--- src/rtl/spi_xfer_sequencer_pkg.sv ---
// Shared definitions for the SPI transfer sequencer: register offsets, SPSR bits,
// sequencer state encoding and the port-bus operation codes.
package spi_xfer_sequencer_pkg;

    localparam logic [7:0] OFS_SPCR = 8'd0;
    localparam logic [7:0] OFS_SPSR = 8'd1;
    localparam logic [7:0] OFS_SPDR = 8'd2;
    localparam logic [7:0] OFS_SPER = 8'd3;
    localparam logic [7:0] OFS_NCSO = 8'd4;

    localparam int SPSR_SPIF = 7;
    localparam int SPSR_WCOL = 6;

    // Writing only the SPIF bit clears it without touching WCOL.
    localparam logic [7:0] SPSR_CLR_SPIF = 8'h80;
    localparam logic [7:0] NCS_ASSERT    = 8'h00;
    localparam logic [7:0] NCS_RELEASE   = 8'h01;

    typedef enum logic [3:0] {
        ST_INIT_SPCR,
        ST_INIT_SPER,
        ST_IDLE,
        ST_CS_LOW,
        ST_WR_DATA,
        ST_POLL_A,
        ST_POLL_B,
        ST_CLR,
        ST_RD_A,
        ST_RD_B,
        ST_RSP,
        ST_CS_HIGH
    } seq_state_e;

    typedef enum logic [1:0] {
        BUS_IDLE,
        BUS_WR,
        BUS_RD_A,
        BUS_RD_B
    } bus_op_e;

endpackage

--- src/rtl/spi_xfer_sequencer_port_bus_driver.sv ---
// Port-bus driver: single-cycle writes and two-phase reads (strobe, then hold);
// port_id and out_port keep their last driven values while the bus is idle.
module spi_xfer_sequencer_port_bus_driver
    import spi_xfer_sequencer_pkg::*;
(
    input  logic       clk,
    input  logic       reset,
    input  bus_op_e    op,
    input  logic [7:0] addr,
    input  logic [7:0] wdata,
    output logic [7:0] port_id,
    output logic [7:0] out_port,
    output logic       write_strobe,
    output logic       read_strobe,
    input  logic [7:0] in_port,
    output logic       done,
    output logic [7:0] rd_data
);

    logic [7:0] port_id_q;
    logic [7:0] out_port_q;

    always_ff @(posedge clk) begin
        if (reset) begin
            port_id_q  <= 8'h00;
            out_port_q <= 8'h00;
        end else begin
            if (op != BUS_IDLE) port_id_q  <= addr;
            if (op == BUS_WR)   out_port_q <= wdata;
        end
    end

    assign port_id      = (op == BUS_IDLE) ? port_id_q : addr;
    assign out_port     = (op == BUS_WR) ? wdata : out_port_q;
    assign write_strobe = (op == BUS_WR);
    assign read_strobe  = (op == BUS_RD_A);
    assign done         = (op == BUS_WR) || (op == BUS_RD_B);
    // The register block's data_out lags port_id by a cycle, so in_port is
    // meaningful in the second read phase; the caller samples it with done.
    assign rd_data      = in_port;

endmodule

--- src/rtl/spi_xfer_sequencer.sv ---
// SPI transfer sequencer: initialises the SPI register block, then runs one
// SPDR exchange per client request. Optional macro: SPI_SEQ_TIMEOUT_EN (poll timeout).
module spi_xfer_sequencer
    import spi_xfer_sequencer_pkg::*;
#(
    parameter logic [7:0]        BASE_ADDRESS = 8'h00,
    parameter logic [7:0]        SPCR_INIT    = 8'h50,
    parameter logic [7:0]        SPER_INIT    = 8'h00,
    parameter int                POLL_W       = 16,
    parameter logic [POLL_W-1:0] POLL_LIMIT   = 16'd1000
)(
    input  logic       clk,
    input  logic       reset,
    input  logic       req_valid,
    output logic       req_ready,
    input  logic [7:0] req_data,
    input  logic       req_last,
    output logic       rsp_valid,
    input  logic       rsp_ready,
    output logic [7:0] rsp_data,
    output logic       rsp_err,
    output logic [7:0] port_id,
    output logic [7:0] out_port,
    output logic       write_strobe,
    output logic       read_strobe,
    input  logic [7:0] in_port,
    output logic       cs_active
);

`ifdef SPI_SEQ_TIMEOUT_EN
    localparam bit TIMEOUT_EN = 1'b1;
`else
    localparam bit TIMEOUT_EN = 1'b0;
`endif

    seq_state_e        state_q, state_d;
    bus_op_e           bus_op;
    logic [7:0]        bus_ofs, bus_wdata, bus_rd_data;
    logic              bus_done;
    logic [7:0]        tx_q, rx_q;
    logic              last_q, cs_q, err_q;
    logic [POLL_W-1:0] poll_q, poll_inc;
    logic              accept, spif_seen, timeout;

    assign poll_inc  = (poll_q == '1) ? poll_q : poll_q + 1'b1;
    assign spif_seen = bus_done && bus_rd_data[SPSR_SPIF];

    always_ff @(posedge clk) begin
        if (reset) begin
            state_q <= ST_INIT_SPCR;
            tx_q    <= 8'h00;
            rx_q    <= 8'h00;
            last_q  <= 1'b0;
            cs_q    <= 1'b0;
            err_q   <= 1'b0;
            poll_q  <= '0;
        end else begin
            state_q <= state_d;
            if (accept) begin
                tx_q   <= req_data;
                last_q <= req_last;
                err_q  <= 1'b0;
            end
            if (state_q == ST_CS_LOW)  cs_q <= 1'b1;
            if (state_q == ST_CS_HIGH) cs_q <= 1'b0;
            if (state_q == ST_WR_DATA) poll_q <= '0;
            if (state_q == ST_POLL_B && !spif_seen) poll_q <= poll_inc;
            if (state_q == ST_RD_B && bus_done) rx_q <= bus_rd_data;
            if (timeout) begin
                err_q <= 1'b1;
                rx_q  <= 8'hFF;
            end
        end
    end

    always_comb begin
        state_d   = state_q;
        bus_op    = BUS_IDLE;
        bus_ofs   = OFS_SPCR;
        bus_wdata = 8'h00;
        accept    = 1'b0;
        timeout   = 1'b0;
        case (state_q)
            ST_INIT_SPCR: begin
                bus_op = BUS_WR; bus_ofs = OFS_SPCR; bus_wdata = SPCR_INIT;
                state_d = ST_INIT_SPER;
            end
            ST_INIT_SPER: begin
                bus_op = BUS_WR; bus_ofs = OFS_SPER; bus_wdata = SPER_INIT;
                state_d = ST_IDLE;
            end
            ST_IDLE: begin
                if (req_valid) begin
                    accept  = 1'b1;
                    state_d = cs_q ? ST_WR_DATA : ST_CS_LOW;
                end
            end
            ST_CS_LOW: begin
                bus_op = BUS_WR; bus_ofs = OFS_NCSO; bus_wdata = NCS_ASSERT;
                state_d = ST_WR_DATA;
            end
            ST_WR_DATA: begin
                bus_op = BUS_WR; bus_ofs = OFS_SPDR; bus_wdata = tx_q;
                state_d = ST_POLL_A;
            end
            ST_POLL_A: begin
                bus_op = BUS_RD_A; bus_ofs = OFS_SPSR;
                state_d = ST_POLL_B;
            end
            ST_POLL_B: begin
                bus_op = BUS_RD_B; bus_ofs = OFS_SPSR;
                if (spif_seen) begin
                    state_d = ST_CLR;
                end else if (TIMEOUT_EN && poll_inc >= POLL_LIMIT) begin
                    timeout = 1'b1;
                    state_d = ST_RSP;
                end else begin
                    state_d = ST_POLL_A;
                end
            end
            ST_CLR: begin
                bus_op = BUS_WR; bus_ofs = OFS_SPSR; bus_wdata = SPSR_CLR_SPIF;
                state_d = ST_RD_A;
            end
            ST_RD_A: begin
                bus_op = BUS_RD_A; bus_ofs = OFS_SPDR;
                state_d = ST_RD_B;
            end
            ST_RD_B: begin
                bus_op = BUS_RD_B; bus_ofs = OFS_SPDR;
                state_d = ST_RSP;
            end
            ST_RSP: begin
                // A timed-out byte always releases nCS so the slave resynchronises.
                if (rsp_ready) state_d = (last_q || err_q) ? ST_CS_HIGH : ST_IDLE;
            end
            ST_CS_HIGH: begin
                bus_op = BUS_WR; bus_ofs = OFS_NCSO; bus_wdata = NCS_RELEASE;
                state_d = ST_IDLE;
            end
            default: state_d = ST_INIT_SPCR;
        endcase
        if (reset) bus_op = BUS_IDLE;
    end

    spi_xfer_sequencer_port_bus_driver u_bus (
        .clk          (clk),
        .reset        (reset),
        .op           (bus_op),
        .addr         (BASE_ADDRESS + bus_ofs),
        .wdata        (bus_wdata),
        .port_id      (port_id),
        .out_port     (out_port),
        .write_strobe (write_strobe),
        .read_strobe  (read_strobe),
        .in_port      (in_port),
        .done         (bus_done),
        .rd_data      (bus_rd_data)
    );

    assign req_ready = (state_q == ST_IDLE);
    assign rsp_valid = (state_q == ST_RSP);
    assign rsp_data  = rx_q;
    assign rsp_err   = err_q;
    assign cs_active = cs_q;

endmodule

--- config.mk ---
export PLATFORM = sky130hd
export DESIGN_NAME = spi_xfer_sequencer
export DESIGN_NICKNAME = d
export VERILOG_FILES = /design/src/rtl/spi_xfer_sequencer_pkg.sv /design/src/rtl/spi_xfer_sequencer_port_bus_driver.sv /design/src/rtl/spi_xfer_sequencer.sv
export SDC_FILE = /design/constraint.sdc
export NUM_CORES = 1
export LEC_CHECK = 0
export ABC_CLOCK_PERIOD_IN_PS = 3800
export CAP_MARGIN = 30
export CORE_MARGIN = 2
export CORE_UTILIZATION = 40
export CTS_BUF_LIST = sky130_fd_sc_hd__clkbuf_8
export DETAILED_ROUTE_END_ITERATION = 8
export PLACE_DENSITY = 0.65
export SYNTH_ARGS = -nofsm -noshare
export SYNTH_HDL_FRONTEND = slang
export SYNTH_HIERARCHICAL = 1
export SYNTH_SLANG_ARGS = --single-unit
--- constraint.sdc ---
create_clock -name clk -period 3.8 [get_ports clk]
set_input_delay 0.57 -clock clk [delete_from_list [all_inputs] [get_ports clk]]
set_output_delay 0.57 -clock clk [all_outputs]
set_load 0.05 [all_outputs]
* Word level (Yosys, flattened, before mapping)
Cells that the tools add are included.
** Cells by class
- Equality and inequality tests :: 16
- Reduce and logical (&&, ||, !) cells :: 15
- Muxes and demuxes :: 14
** Operator list (number)
- one-hot mux 4 bit (11 select lines) :: 1
- one-hot mux 8 bit (4 select lines) :: 1
- == test 4 x 3 -> 1 bit (second input constant) :: 4
- == test 4 bit (second input constant) :: 4
- two-way mux 8 bit :: 2
- two-way mux 4 bit :: 3
- one-hot mux 3 bit (4 select lines) :: 1
- OR reduction 2 bit :: 5
- == test 4 x 2 -> 1 bit (second input constant) :: 2
- one-hot mux 2 bit (3 select lines) :: 1
- OR reduction 3 bit :: 2
- OR reduction 6 bit :: 1
- == test 2 bit (second input constant) :: 2
- == test 4 x 1 -> 1 bit (second input constant) :: 1
- logical NOT 4 bit :: 1
- two-way mux 2 bit :: 2
- two-way mux 3 bit :: 1
- == test 2 x 1 -> 1 bit (second input constant) :: 1
- logical AND 1 bit :: 2
- logical NOT 2 bit :: 1
- two-way mux 1 bit :: 2
- inequality test 2 x 1 -> 1 bit (second input constant) :: 1
- inequality test 2 bit (second input constant) :: 1
- AND reduction 2 bit :: 1
- 2 further kinds :: 2
** Storage, ports and cells
- Input port bits :: 21
- Register bits after elaboration :: 38

* Logic depth before layout (Yosys ltp)
Gate-level depths: netlist (run 1).
- Depth in word-level cells :: 9
- Mapped depth :: 10
- Depth with buffers taken out :: 8

* By module
The synthesis (run 1) kept the hierarchy.
** By module, submodules not included
- spi_xfer_sequencer :: area each 1136.1 µm², instances 1, cells each 136, sequential area each 440.4 µm²
- spi_xfer_sequencer_port_bus_driver :: area each 909.6 µm², instances 1, cells each 99, sequential area each 320.3 µm²

* Worst setup path after synthesis (run 1)
OpenSTA, ideal clock, no wires.
- Path type :: reg-to-output
- Start :: register state_q[3]
- End :: output port out_port[4]
- Slack :: 1242 ps
- Arrival :: 1988 ps
- Buffers on the path :: 4
- Stages on the path, launching flop included :: 10
- Data required time :: 3230 ps
- Cell sequence :: dfxtp_1 -> buf_2 -> clkbuf_1 -> o21ai_0 -> o21ai_0 -> nor2_1 -> nor2b_1 -> buf_6 -> buf_8 -> mux2_4
** Between the ends
- Word-level cells in the longest chain between the ends :: 6
- Elaborated cells between the ends (all ways) :: 18
- Those cells by class :: eq/ne: 10; mux: 4; reduce/logical: 4
** Ends and longest elaborated chain
- start: declaration :: RTL line spi_xfer_sequencer.sv:36 : seq_state_e state_q, state_d;
- start signal: assignment :: RTL line spi_xfer_sequencer.sv:58 : state_q <= state_d;
- == test 4 x 2 -> 1 bit (tied with other cells) :: RTL line spi_xfer_sequencer.sv:83 : case (state_q)
- OR reduction 6 bit (no line) or OR reduction 2 bit (tied branches)
- one-hot mux 2 bit (3 select lines) * :: RTL line spi_xfer_sequencer.sv:83
- two-way mux 2 bit * :: RTL line spi_xfer_sequencer.sv:143 : if (reset) bus_op = BUS_IDLE;
- named net bus_op[0] :: RTL line spi_xfer_sequencer.sv:37 : bus_op_e bus_op;
- == test 2 x 1 -> 1 bit *
- named net write_strobe :: RTL line spi_xfer_sequencer.sv:24 : output logic write_strobe,
- two-way mux 8 bit * :: RTL line spi_xfer_sequencer_port_bus_driver.sv:34 : assign out_port = (op == BUS_WR) ? wdata : out_port_q;
- end: declaration :: RTL line spi_xfer_sequencer.sv:23 : output logic [7:0] out_port,
Mark *: on every way through the listed nets, which the timed path passes. The rest lies on a longest branch.

* Worst setup path in the final report (run 1)
- Start :: register state_q[2]
- End :: output port out_port[3]
** Between the ends
- Word-level cells in the longest chain between the ends :: 6
- Elaborated cells between the ends (all ways) :: 18
- Those cells by class :: eq/ne: 10; mux: 4; reduce/logical: 4
** Ends and longest elaborated chain (RTL line)
- == test 4 x 2 -> 1 bit (tied with other cells) :: spi_xfer_sequencer.sv:83
- OR reduction 6 bit (no line) or OR reduction 2 bit (tied branches)
- one-hot mux 2 bit (3 select lines) * :: spi_xfer_sequencer.sv:83
- two-way mux 2 bit * :: spi_xfer_sequencer.sv:143
- named net bus_op[0] :: spi_xfer_sequencer.sv:37
- == test 2 x 1 -> 1 bit * :: spi_xfer_sequencer_port_bus_driver.sv:34
- two-way mux 8 bit * :: spi_xfer_sequencer_port_bus_driver.sv:34
Marked as above.

==> results of run 1 <==
-- final cells by class --
class                           instances  area (sq um)
Clock inverter                          2          60.1
Multi-Input combinational cell        170          1110
Fill cell                             473          2280
Sequential cell                        38           761
Clock buffer                            6          82.6
Tap cell                               70          87.6
Inverter                                4          15.0
Timing Repair Buffer                   55           616
-- metal layers --
layer | up-vias | global-route usage (%) | wire length (microns)
li1 | 868 | - | -
met1 | 754 | 20.4 | 2050
met2 | 32 | 26.2 | 1980
met3 | 8 | 4.89 | 202
met4 | 0 | 7.60 | 95
met5 | - | 0 | 0
-- cells in the final DEF, fill, tap and decap left out, types with 3 or more instances in the layout --
| master | count |
|---|---|
| or4bb_1 | 5 |
| inv_1 | 4 |
| and2_1 | 5 |
| nor2b_1 | 3 |
| conb_1 | 6 |
| buf_4 | 14 |
| clkdlybuf4s50_1 | 31 |
| nor2_1 | 28 |
| clkbuf_8 | 6 |
| nand2_1 | 14 |
| nand2b_1 | 13 |
| a21oi_1 | 18 |
| dfxtp_1 | 38 |
| or3b_1 | 8 |
| mux2i_1 | 17 |
| mux2_2 | 7 |
| buf_12 | 10 |
| o21ai_0 | 20 |
| nand4bb_1 | 4 |
-- stage by stage --
| step | power (uW) | area [sq um] | hold WS (ns) | worst slack (ns) |
|---|---|---|---|---|
| 6_report | 1160 | 2730 | 0.472 | 0.562 |
| 5_1_grt | 1220 | 2730 | 0.499 | 0.303 |
| 4_1_cts | 1180 | 2730 | 0.479 | 0.543 |
| 3_5_place_dp | 745 | 2590 | 0.465 | 0.812 |
| 3_3_place_gp | 742 | 2590 | 0.460 | 0.841 |
| 2_1_floorplan | 636 | 2060 | 0.447 | 1.24 |
-- flip-flops by register name (all words and copies together), names as in the netlist --
| signal | flops |
|---|---|
| cs_active | 1 |
| last_q | 1 |
| rsp_data | 8 |
| state_q | 4 |
| tx_q | 8 |
| u_bus/out_port_q | 8 |
| u_bus/port_id_q | 8 |
-- critical path, cell delays in order, from the launching register on --
cell and delay, ns:
dfxtp_1 0.67, nor2b_1 0.17, nor2_1 0.11, o21ai_0 0.08, nor2_1 0.39, nor2b_1 0.23
buf_4 0.20, mux2_2 0.34, buf_4 0.19
-- kinds of logic after synthesis --
family	Yosys count	share of synthesized area, %
xor+xnor	2	0.856
flops	38	37.2
mux	25	12.9
other cells	1	0.183
compound gates	45	12.5
buf+inv	32	9.54
simple gates	92	26.9
-- path summary, 6_finish.rpt --
kind / startpoint / end / slack [ns] / cells past startpoint
worst max-delay path: state_q[2] / out_port[3] / 0.56 / 8
worst min-delay path: u_bus/out_port_q[6] / u_bus/out_port_q[6] / 0.47 / 2
worst max register to register: state_q[2] / rsp_data[1] / 1.08 / 8
worst min register to register: u_bus/out_port_q[6] / u_bus/out_port_q[6] / 0.47 / 2
-- power breakdown --
part | internal [uW] | total [uW] | switching (uW)
combinational | 138 | 297 | 159
clock | 280 | 424 | 144
sequential | 416 | 438 | 21.6
total | 834 | 1160 | 325
==> results.md, run 1 <==
* Outcome: completed
* DRC Markers at 0
* Top area cells in the synthesized netlist: dfxtp_1 (37%), mux2i_1 (8.3%), nor2_1 (5.1%)
* H-tree depth at 2
* Worst Path Required at 3.23 ns
* Post_cts resized at 0
* Post-synthesis cell area at 2050 sq um
* Largest net degree at the start of global routing at 33
* CP Capture Type: output port
* Maxcap violations at 0
* Routability Congestion at 0.853
* Initial DRT Pass Iterations at 4
* Clock Latency Late Sink at 0.29 ns
* Drt wl/cell at 12.5 microns
* Clock skew at 0.00402 ns
* EDFF count, synth at 0
* Min-Delay Path Class: reg2reg
* Type of the worst setup path: reg2out
* Ys async rst share at 0%
* Unrepaired setup endpoints after global routing: false
* Num ports at 51
* Fmax at 0.309 GHz
* Final Hold Vio Count at 0
* Yosys warns at 6
* Layout Area Growth over Synthesis at 33.5%
* Antenna cells at 0
* Synth unique cells at 41
* Clock period minus worst slack at 3.24 ns
* CTS Buf Count at 5
* Total track usage at 16.4%
* Tcrit/Tclk final at 85.2%
* Placed cell count at 337
* VDD IR max at 0.201 mV
* Worst EP arrival at 2.67 ns
* Worst Setup Start Kind: register
* Worst relative slew slack at 52.3%
* Slew @ Worst Pin at 0.706 ns
* Synth Flop Type: dfxtp_1
* Reg clk slew, reported paths at 0.08 ns
* Vias at 1662
* Post-synth top cells: dfxtp_1 (38), nor2_1 (28), o21ai_0 (20)
* Clock sinks at 38
* Post-CTS Hold Buffers at 0
* Share of layout cells above drive strength 1 at 16.4%
* Fin Setup TNS at 0 ns
* Core Region at 5010 sq um
* Port bufs at 49
* Syn Inst Count at 235
* Non-filler cells, final at 345
* Antenna Nets Post-Route at 0
* Vias in the first global route at 1593
* Initial Util at 40.8%
* Antenna violations before repair at 0
* Die H at 75.5 microns
* Vias per cell at 4.82
* CTS Root Cell: clkbuf_8
* Nets at 295
* Final core occ at 54.5%
* #FFs+latches synth at 38
* Static leakage at 0.00117 uW
* Die X at 75.5 microns
* TritonCTS clock tree: built
* Area leader, netlist: dfxtp_1
* Grt ovf at 0
* Seq/Total Area, Yosys at 37.2%
* Final HPWL DP at 3020 microns
* Synth Area per Inst at 8.71 sq um
* Count leader, synth: dfxtp_1
* Clock Path Buffers at 2
* First-pass GRT wire length at 7110 microns
* Post-detailed-routing wire length at 4330 microns
* Top cell type's share of synthesized area at 37.2%
* Setup violators final at 0
* Row count at 26
* Crit-path max FO at 18
* Setup bufs post-CTS at 0
* Initial DRC Count at 124
* DIE AREA at 5700 sq um
* Slew Limit Fails at 0
* PwrDens at 424 nW/um^2
Note: power is estimated with default switching activity, not from simulation.
==> run 2, diff against run 1 <==
Settings changed: CORE_UTILIZATION 40 to 55, PLACE_DENSITY 0.65 to 0.86.
==> results.md, run 2 (synthesis gave the netlist of run 1 again) <==
* Dpl cell area at 2550 sq um
* Grt ovf at 0
* Core Region at 3610 sq um
* Port bufs at 49
* Maxcap violations at 0
* Die X at 65.0 microns
* Nets at 294
* Clock sinks at 38
* Worst Hold End: u_bus/out_port_q[6]
* Worst EP arrival at 2.76 ns
* CTS Root Cell: clkbuf_8
* Drt wl/cell at 13.1 microns
* Clock Latency Late Sink at 0.29 ns
* RR Startpoint: state_q[1]
* Total track usage at 21.7%
* Clock skew at 0.00360 ns
* Setup bufs post-CTS at 0
* Antenna cells at 0
* Num ports at 51
* Largest net degree at the start of global routing at 47
* Die H at 65.0 microns
* Static leakage at 0.00115 uW
* Slew @ Worst Pin at 0.711 ns
* Layout Area Growth over Synthesis at 30.2%
* Clock period minus worst slack at 3.33 ns
* Vias per cell at 5.33
* Leading cell types in the layout, fill and taps excluded: dfxtp_1 (38), clkdlybuf4s50_1 (31), nor2_1 (28)
* Worst relative slew slack at 51.9%
* Worst hold stages at 2
* Antenna Nets Post-Route at 0
* Power Total at 1050 uW
* Worst Setup Start Kind: register
* FF-to-FF setup slack at 1.34 ns
* Non-filler cells, final at 322
* Antenna violations before repair at 0
* Routability Congestion at 0.823
* Final Hold Vio Count at 0
* H-tree depth at 2
* Row count at 22
* Crit-path max FO at 28
* DIE AREA at 4220 sq um
* Final HPWL DP at 2860 microns
* Fin area at 2660 sq um
* Fmax at 0.300 GHz
* Min-delay src: u_bus/out_port_q[6]
* Fill cells at 271
* Post_cts resized at 0
* Vias in the first global route at 1565
* Initial DRC Count at 139
* Post-detailed-routing wire length at 4230 microns
* PwrDens at 396 nW/um^2
* Outcome: completed
* Vias at 1717
* First-pass GRT wire length at 7040 microns
* Unrepaired setup endpoints after global routing: false
* Reg clk slew, reported paths at 0.07 ns
* Final core occ at 73.8%
* Clock Path Buffers at 2
* DRC Markers at 0
* Initial Util at 56.7%
* Placed cell count at 314
* Slew Limit Fails at 0
* CP Capture Type: output port
* Setup violators final at 0
* Tcrit/Tclk final at 87.7%
* CTS Buf Count at 5
* Initial DRT Pass Iterations at 4
* Type of the worst setup path: reg2out
* R2R depth at 8
* FF-to-FF End: rsp_data[3]
* Worst Path Required at 3.23 ns
* Fin Setup TNS at 0 ns
* Post-CTS Hold Buffers at 0
* Min-Delay Path Class: reg2reg
* TritonCTS clock tree: built
* VDD IR max at 0.315 mV
* Commonest non-fill, non-tap cell in the layout: dfxtp_1
* Share of layout cells above drive strength 1 at 16.1%
[run 2: final cells by class]
cell class | instances | area (sq um) | share of cell area [%]
Clock buffer | 8 | 110 | 4.14
Timing Repair Buffer | 54 | 608 | 22.8
Inverter | 4 | 15.0 | 0.564
Multi-Input combinational cell | 170 | 1110 | 41.6
Tap cell | 48 | 60.1 | 2.26
Sequential cell | 38 | 761 | 28.6
[run 2: stage by stage]
| step | hold WS (ns) | worst slack (ns) |
|---|---|---|
| 2_1_floorplan | 0.447 | 1.24 |
| 3_3_place_gp | 0.460 | 0.803 |
| 3_5_place_dp | 0.466 | 0.757 |
| 4_1_cts | 0.484 | 0.500 |
| 5_1_grt | 0.524 | 0.249 |
| 6_report | 0.484 | 0.466 |
[run 2: routing by layer]
layer  GRT usage (%)  wire length, microns  up-vias
met2            35.8                  2110       46
li1                -                     -      865
met5               0                     0        -
met1            26.7                  1870      804
met4            7.71                    36        0
met3            6.77                   220        2
[run 2: power by group]
group	switching, uW	total (uW)	internal [uW]	leakage, uW
Clock	134	317	183	0.0000575
Sequential	22.2	438	416	0.000309
Combinational	161	298	137	0.000784
Total	317	1050	736	0.00115
[run 2: worst max-delay path by stage]
stage,start,end,cells after the start
detailed placement,reset,out_port[6],7
global route,state_q[2],out_port[6],9
finish,state_q[1],out_port[6],9
CTS,state_q[1],out_port[6],9
global placement,reset,out_port[6],7
floorplan,state_q[3],out_port[4],9
[run 2: critical path, stage by stage, from the launching register on]
cell     delay, ns
dfxtp_1       0.66
nor2b_1       0.12
o21ai_0       0.16
o21ai_0       0.13
nor2_1        0.12
buf_4         0.27
nor2b_1       0.25
buf_4         0.22
mux2_2        0.35
buf_4         0.19
